--- src/rtl/pulse_width_encoder.sv ---
`default_nettype none
// +--------------------------------------------------------------------------+
// | pulse_width_encoder                                                      |
// | Three-stage intensity-to-pulse-width lookup with phase alignment and     |
// | per-burst transducer indexing.                                           |
// | Option: PULSE_WIDTH_ENCODER_FULL_SCALE_BYPASS_EN forces width 256 for    |
// | full-scale intensity.                                                    |
// | Revision: 1.0                                                            |
// +--------------------------------------------------------------------------+
module pulse_width_encoder #(
  parameter int DEPTH = 249
) (
  input  logic        CLK,
  input  logic        RST_N,
  input  logic        DIN_VALID,
  input  logic [15:0] INTENSITY_IN,
  input  logic [7:0]  PHASE_IN,
  output logic [15:0] TABLE_ADDR,
  input  logic [8:0]  TABLE_DATA,
  output logic [8:0]  PULSE_WIDTH_OUT,
  output logic [7:0]  PHASE_OUT,
  output logic        DOUT_VALID,
  output logic [7:0]  DOUT_IDX,
  output logic        DONE
);

  localparam logic [7:0] c_last_idx = 8'(DEPTH - 1);

  logic       r_valid1;
  logic [7:0] r_phase1;
  logic       r_valid2;
  logic [7:0] r_phase2;
  logic [8:0] r_data2;
  logic [7:0] r_idx;
  logic [8:0] w_pw;

`ifdef PULSE_WIDTH_ENCODER_FULL_SCALE_BYPASS_EN
  localparam logic [15:0] c_full_scale = 16'd65025;
  logic r_full1;
  logic r_full2;

  always_ff @(posedge CLK or negedge RST_N) begin
    if (!RST_N) begin
      r_full1 <= 1'b0;
      r_full2 <= 1'b0;
    end else begin
      if (DIN_VALID) r_full1 <= (INTENSITY_IN >= c_full_scale);
      if (r_valid1)  r_full2 <= r_full1;
    end
  end

  assign w_pw = r_full2 ? 9'd256 : r_data2;
`else
  assign w_pw = r_data2;
`endif

  // Stage 1: the registered intensity is the table address; it only moves on valid input.
  always_ff @(posedge CLK or negedge RST_N) begin
    if (!RST_N) begin
      r_valid1   <= 1'b0;
      r_phase1   <= 8'd0;
      TABLE_ADDR <= 16'd0;
    end else begin
      r_valid1 <= DIN_VALID;
      if (DIN_VALID) begin
        TABLE_ADDR <= INTENSITY_IN;
        r_phase1   <= PHASE_IN;
      end
    end
  end

  // Stage 2: table read data returns one cycle after the address.
  always_ff @(posedge CLK or negedge RST_N) begin
    if (!RST_N) begin
      r_valid2 <= 1'b0;
      r_phase2 <= 8'd0;
      r_data2  <= 9'd0;
    end else begin
      r_valid2 <= r_valid1;
      if (r_valid1) begin
        r_data2  <= TABLE_DATA;
        r_phase2 <= r_phase1;
      end
    end
  end

  // Stage 3: outputs hold their last values between valid samples.
  always_ff @(posedge CLK or negedge RST_N) begin
    if (!RST_N) begin
      DOUT_VALID      <= 1'b0;
      DONE            <= 1'b0;
      PULSE_WIDTH_OUT <= 9'd0;
      PHASE_OUT       <= 8'd0;
      DOUT_IDX        <= 8'd0;
      r_idx           <= 8'd0;
    end else begin
      DOUT_VALID <= r_valid2;
      DONE       <= r_valid2 && (r_idx == c_last_idx);
      if (r_valid2) begin
        PULSE_WIDTH_OUT <= w_pw;
        PHASE_OUT       <= r_phase2;
        DOUT_IDX        <= r_idx;
        r_idx           <= (r_idx == c_last_idx) ? 8'd0 : r_idx + 8'd1;
      end
    end
  end

endmodule
`default_nettype wire

--- config.mk ---
export PLATFORM = sky130hd
export DESIGN_NAME = pulse_width_encoder
export DESIGN_NICKNAME = d
export VERILOG_FILES = /design/src/rtl/pulse_width_encoder.sv
export SDC_FILE = /design/constraint.sdc
export NUM_CORES = 1
export LEC_CHECK = 0
export ABC_AREA = 1
export CAP_MARGIN = 20
export CORE_AREA = 2 2 102 104
export DETAILED_ROUTE_END_ITERATION = 8
export DIE_AREA = 0 0 104 106
export DONT_BUFFER_PORTS = 1
export GPL_TIMING_DRIVEN = 0
export HOLD_SLACK_MARGIN = 0.02
export SLEW_MARGIN = 20
export SYNTH_ARGS = -nofsm -noshare
export SYNTH_HDL_FRONTEND = slang
export SYNTH_SLANG_ARGS = --single-unit
--- constraint.sdc ---
create_clock -name CLK -period 1.1 [get_ports CLK]
set_input_delay 0.22 -clock CLK [delete_from_list [all_inputs] [get_ports CLK]]
set_output_delay 0.22 -clock CLK [all_outputs]
set_load 0.02 [all_outputs]
; ---- Word-level counts from Yosys, hierarchy flattened
; Cells that the tools add are included.
[op_classes]
add_sub_neg = 1
n_eq_ne = 1
n_mux = 1
n_reduce_logical = 1
[op_table]
columns = cell, n
row1 = adder 8 x 1 -> 8 bit (second input constant), 1
row2 = == test 8 bit (second input constant), 1
row3 = two-way mux 8 bit, 1
row4 = logical AND 1 bit, 1
[totals]
regBits = 78
output_inout_bits = 43
elab_cells = 16

; ---- Logic depth before layout (Yosys ltp)
[depth]
depth_word = 2
ltp_mapped = 7

; ---- Worst setup path before layout
; OpenSTA, ideal clock, no wires.
[synth_path]
path_kind = flip-flop to flip-flop
from = reg r_idx[0]
to = reg r_idx[3]
setup_time_ns = 0.118
arrival_ns = 1.047
required_ns = 0.982
slack_ns = -0.065
stages_incl_launch_ff = 8
period_less_slack_ns = 1.165
cell_sequence = dfrtp_1 inv_1 ha_1 nand2_1 nor2_1 nand3_2 inv_1 nor2_1
[synth_via]
elab_chain_cells = 2
word_cells_on_any_way = 3
[synth_lines]
columns = item, line
row1 = from (decl), 34  ; logic [7:0] r_idx;
row2 = from (signal assigned), 103  ; r_idx <= (r_idx == c_last_idx) ? 8'd0 : r_idx + 8'd1;
row3 = adder 8 x 1 -> 8 bit or == test 8 bit (tied branches), 103
row4 = two-way mux 8 bit (*), 103
; Mark *: on every way between the ends. The rest lies on a longest branch, timed or not.
; A chain may end at the register's enable or synchronous reset.

; ---- Final worst setup path
[layout_path]
from = reg r_idx[0]
to = reg r_idx[4]
; The elaborated chain is that of the path after synthesis.

==> results_dict.tcl <==
set metrics [dict create \
    outcome "finished, violations left" \
    violations "negative hold slack, negative setup slack" \
    synth.distinct_cells 21 \
    drv_slew 0 \
    antenna_found_initial 0 \
    p_leak_nw 1.82 \
    cts.sinks 78 \
    synth_top_area_frac 0.651 \
    ir_drop_mv 0.698 \
    coreArea_sq_um 10000 \
    setup_slack_ns -0.0890 \
    cp-start-kind "flop" \
    finalNetCount 374 \
    arrival_ns 1.43 \
    drt_first_iter_violations 60 \
    cts_root_buffer "clkbuf_8" \
    grt_pass1_wl_microns 10600 \
    synth_cells 283 \
    max_freq_mhz 841 \
    synth-seq-cells 78 \
    synth_nets 321 \
    diodes 0 \
    ant_nets 0 \
    power_density_nw_per_um2 1840 \
    cts_made_buffers 9 \
    rrSetupSlack_ns -0.09 \
    layout.cells.non_filler 477 \
    start_util 0.300 \
    grt_overflow 0 \
    period_share 1.08 \
    tightest_slew_ns 0.248 \
    post_synth.cell_area_avg_sq_um 10.6 \
    fin_tns_setup_ns -0.591 \
    yosysSeqAreaShare 0.651 \
    grt_max_degree 79 \
    layout_min_cycle_time_ns 1.19 \
    setup_violations 8 \
    drc_errors 0 \
    fp.dieW_microns 104 \
    h-tree-depth 3 \
    rsz0062_at_grt "true" \
    dpl.hpwl_microns 4210 \
    fill_cells 1015 \
    required_ns 1.34 \
    fin_skew_ns 0.0133 \
    dr.pass1.iters 4 \
    min_path_type "input pin to async pin" \
    wl_microns 6480 \
    cts_hold_buf 34 \
    port_buffers 0 \
    synth.most_common_cell "dfrtp_1" \
    gp_congestion 0.736 \
    grt_use_total 0.125 \
    die_h_microns 106 \
    dp.cells 419 \
    drive_gt1_frac 0.243 \
    area_delta_synth_final_pct 30.8 \
    maxCapViolCount 0 \
    synth_ff_type "dfrtp_1" \
    synth_largest_area_cell "dfrtp_1" \
    endpoint_kind "flop" \
    grt_pass1_vias 2165 \
    clockBufferDepth 2 \
    wl_per_cell_microns 13.6 \
    synth_edf_count 0 \
    finalHoldViolations 78 \
    die_area_sq_um 11000 \
    vias 2047 \
    viasPerCell 4.29 \
    synthTopCellsByArea "dfrtp_1 65%, nand2_1 9.3%, mux2_2 6.0%, o21ai_0 5.5%, inv_1 3.6%" \
    cts_tree "done" \
    clock_latency_ns 0.36 \
    crit_fanout 4 \
    ios 79 \
    path_class "flop to flop" \
    yosys_warnings 0 \
    fp-row-count 37 \
    slew_headroom 0.834 \
    path_clk_slew_ns 0.09 \
    synthTopCellsByCount "78 x dfrtp_1, 74 x nand2_1, 33 x o21ai_0" \
    synthArstFlopShare 1.00 \
    mappedNetlistArea_sq_um 3000 \
    hold_ws_ns -0.458 \
]
-- path summary, 6_finish.rpt --
kind,startpoint,endpoint,cells after the start
worst max-delay path,r_idx[0]$_DFFE_PN0P_,r_idx[4]$_DFFE_PN0P_,7
worst min-delay path,RST_N,r_data2[0]$_DFFE_PN0P_,0
worst max register to register,r_idx[0]$_DFFE_PN0P_,r_idx[4]$_DFFE_PN0P_,7
worst min register to register,r_valid1$_DFF_PN0_,r_valid2$_DFF_PN0_,0
max in group asynchronous,RST_N,TABLE_ADDR[11]$_DFFE_PN0P_,0
min in group CLK,DIN_VALID,TABLE_ADDR[5]$_DFFE_PN0P_,2
-- critical path, stage by stage (launching register included) --
cell	delay, ns
dfrtp_1	0.42
inv_2	0.09
ha_4	0.14
nand2_4	0.05
nor2_4	0.12
nand3_4	0.12
nand2_2	0.09
nor2_1	0.05
-- repair_timing --
| action | in CTS | in global routing |
|---|---|---|
| resized for setup | 14 | 29 |
| pin swaps | 6 | 5 |
| cloned | 0 | 1 |
| hold endpoints to repair | 112 | 78 |
| endpoints found under the setup margin | 23 | 47 |
| setup buffers | 6 | 1 |
-- layout by cell type (no fill, tap or decap), types with 2 or more instances in the layout --
master         instances
inv_6                  2
dfrtp_2                8
clkbuf_4               2
inv_2                  2
buf_8                  2
nor2_2                 3
o21ai_0               28
mux2_2                16
dfrtp_1               70
buf_2                  4
o21ai_1                5
a21oi_1               11
inv_4                  2
nand2_1               66
dlygate4sd3_1         34
nor2_1                 9
nand3_1                4
bufinv_16              2
xor2_1                 2
nand2_4                2
nor2_4                 3
buf_4                 10
inv_1                 25
clkbuf_8               9
nand2_2                8
-- routing by layer --
layer	GRT usage	up-vias	wire, microns
met2	0.202	61	3090
li1	-	992	-
met3	0.0490	9	392
met5	0	-	0
met1	0.149	985	2900
met4	0.0502	0	96
-- power by group --
part / switching (mW) / internal [mW] / leakage (nW) / total, mW
clock: 1.11 / 1.30 / 0.107 / 2.40
sequential: 0.550 / 3.27 / 0.937 / 3.82
combinational: 0.516 / 0.472 / 0.780 / 0.988
-- cell families (layout without fill, tap and decap cells) --
group | count (synthesis) | after routing | synth area share
AND/OR/NAND/NOR | 98 | 98 | 0.137
buffers and inverters | 43 | 101 | 0.0647
AO/OA/AOI/OAI | 44 | 44 | 0.0734
adder cells (fa/ha/maj) | 2 | 2 | 0.00834
multiplexers | 16 | 16 | 0.0601
flip-flops | 78 | 78 | 0.651
XOR/XNOR | 2 | 2 | 0.00584
-- flip-flops by register name (all words and copies together), names as in the netlist --
name	flops
r_valid1	1
DONE	1
TABLE_ADDR	16
r_valid2	1
PHASE_OUT	8
r_phase2	8
PULSE_WIDTH_OUT	9
DOUT_IDX	8
r_data2	9
r_idx	8
DOUT_VALID	1
r_phase1	8
-- stage by stage --
step / hold slack, ns / util / total power [mW] / setup slack [ns] / area [sq um]
after floorplan: -0.0756 / - / 4.34 / -0.0229 / 3000
after global placement: -0.0740 / 0.317 / 4.52 / -0.0975 / 3170
after detailed placement: -0.0738 / 0.317 / 4.57 / -0.149 / 3170
after CTS: -0.478 / 0.384 / 7.21 / -0.0982 / 3840
after global routing: -0.496 / 0.392 / 7.62 / -0.153 / 3920
final: -0.458 / 0.392 / 7.21 / -0.0890 / 3920
-- layout make-up --
cell class	instances	area, sq um	share of cell area
Buffer	14	111	0.0284
Clock buffer	10	128	0.0325
Multi-Input combinational cell	162	913	0.233
Tap cell	136	170	0.0434
Inverter	29	114	0.0290
Timing Repair Buffer	42	430	0.110
Sequential cell	78	1960	0.500
Clock inverter	6	93.8	0.0239
No activity file was read; power rests on OpenSTA's default activity.
==> RTL change (same settings) <==
Put one more register stage on the output `TABLE_ADDR`, with the module's reset. The value now appears one clock later. The other outputs are not delayed to match.
--- a/src/rtl/pulse_width_encoder.sv
+++ b/src/rtl/pulse_width_encoder.sv
@@ -26,4 +26,6 @@
 
   localparam logic [7:0] c_last_idx = 8'(DEPTH - 1);
+
+  logic [15:0] TABLE_ADDR_s0;
 
   logic       r_valid1;
@@ -60,9 +62,9 @@
       r_valid1   <= 1'b0;
       r_phase1   <= 8'd0;
-      TABLE_ADDR <= 16'd0;
+      TABLE_ADDR_s0 <= 16'd0;
     end else begin
       r_valid1 <= DIN_VALID;
       if (DIN_VALID) begin
-        TABLE_ADDR <= INTENSITY_IN;
+        TABLE_ADDR_s0 <= INTENSITY_IN;
         r_phase1   <= PHASE_IN;
       end
@@ -106,4 +108,12 @@
   end
 
+  always_ff @(posedge CLK or negedge RST_N) begin
+    if (!RST_N) begin
+      TABLE_ADDR <= '0;
+    end else begin
+      TABLE_ADDR <= TABLE_ADDR_s0;
+    end
+  end
+
 endmodule
 `default_nettype wire
Check against the original RTL: not equivalent (a bounded check fails within 4 cycles, from zero or initial values and one cycle with RST_N low).
==> RTL change against the unedited design <==
The run still ends with hold timing, setup timing left; synthesized area up 13%; first-iteration DRC count up 52%; non-clock buffer count up 7; count of clock-buffer cells in the layout up 1; sequential power up 18%; sequential cell count up 16; synthesized cell count up 5.7%; maximum frequency down 2.3%; worst setup slack worse by 0.028 ns; design area up 13%; die area unchanged; power up 10%; wire length up 8.8%; critical endpoint is now r_idx[6]; highest routed layer unchanged.
==> RTL change: results (changes against the unedited design) <==
Status
* result of the run: finished with violations
* violations in the final reports: hold timing, setup timing

STA
* hold violation total from the final report: 94, +21%
* final setup slack of the worst path: -0.117 ns, -0.0280 ns
* final-layout worst hold slack: -0.456 ns, +0.00158 ns
* endpoints failing setup: 9, +1
* worst slew margin relative to its limit: 0.837, +0.00268

Global routing
* number of global-route vias before repair: 2327, +7.5%
* global routing met1 resource utilization: 0.172, +0.0231
* met3 Track Usage GR: 0.0460, -0.00307
* GR Layer Usage met2: 0.222, +0.0202

Cells and area
* final-layout clock buffer total: 11, +1
* multi-input logic area: 970 µm², +6.2%
* count of filler cells inserted in the layout: 966, -4.8%
* number of nets in the layout: 397, +6.1%

Critical path
* CP max stage cell: sky130_fd_sc_hd__dfrtp_2
* WP data arrival: 1.51 ns, +0.08 ns
* end point of the critical path: r_idx[6]
* Crit path largest cell delay: 0.44 ns, +0.02 ns

Synthesis
* share of the synthesized netlist area taken by xor and xnor gates: 0.00515, -0.000688
* part of the Yosys area used for sequential elements: 0.692, +0.0411
* most frequent cells after synthesis: sky130_fd_sc_hd__dfrtp_1, sky130_fd_sc_hd__nand2_1, sky130_fd_sc_hd__o21ai_0

Placement
* minimum setup slack after placement: -0.153 ns, -0.00374 ns

Pwr
* IR Drop Worst-Case VDD: 0.000573 V, -18%
* Pleak: 2.04 nW, +12%
* clock network power: 0.00230 W, -4%
* combinational logic power: 0.00115 W, +16%
* internal power component: 0.00561 W, +11%

Route
* DRC marker count from the first detailed-route iteration: 91, +52%

Clocking
* postcts setup bufs: 15, +9
* quantity of gates resized following cts: 36, +22

## RTL change: cell types whose count changed after synthesis
cell                      before  now
sky130_fd_sc_hd__dfrtp_1      78   94
## RTL change: how the worst min path moves through the flow
| stage | start | to | slack [ns] | cells after the start |
|---|---|---|---|---|
| 3_3_place_gp | RST_N | PULSE_WIDTH_OUT[8] | -0.07 | 0 |
| 2_1_floorplan | RST_N | DONE | -0.08 | 0 |
| 6_report | RST_N | PULSE_WIDTH_OUT[0] | -0.46 | 0 |
| 4_1_cts | RST_N | PULSE_WIDTH_OUT[0] | -0.48 | 0 |
| 5_1_grt | RST_N | DOUT_IDX[0] | -0.49 | 0 |
| 3_5_place_dp | RST_N | PULSE_WIDTH_OUT[2] | -0.07 | 0 |
## RTL change: per-layer routing
metal / up-vias / wire length, µm
li1: 1056 / -
met1: 1105 / 3180
met2: 57 / 3390
met3: 10 / 364
met4: 0 / 113
met5: - / 0
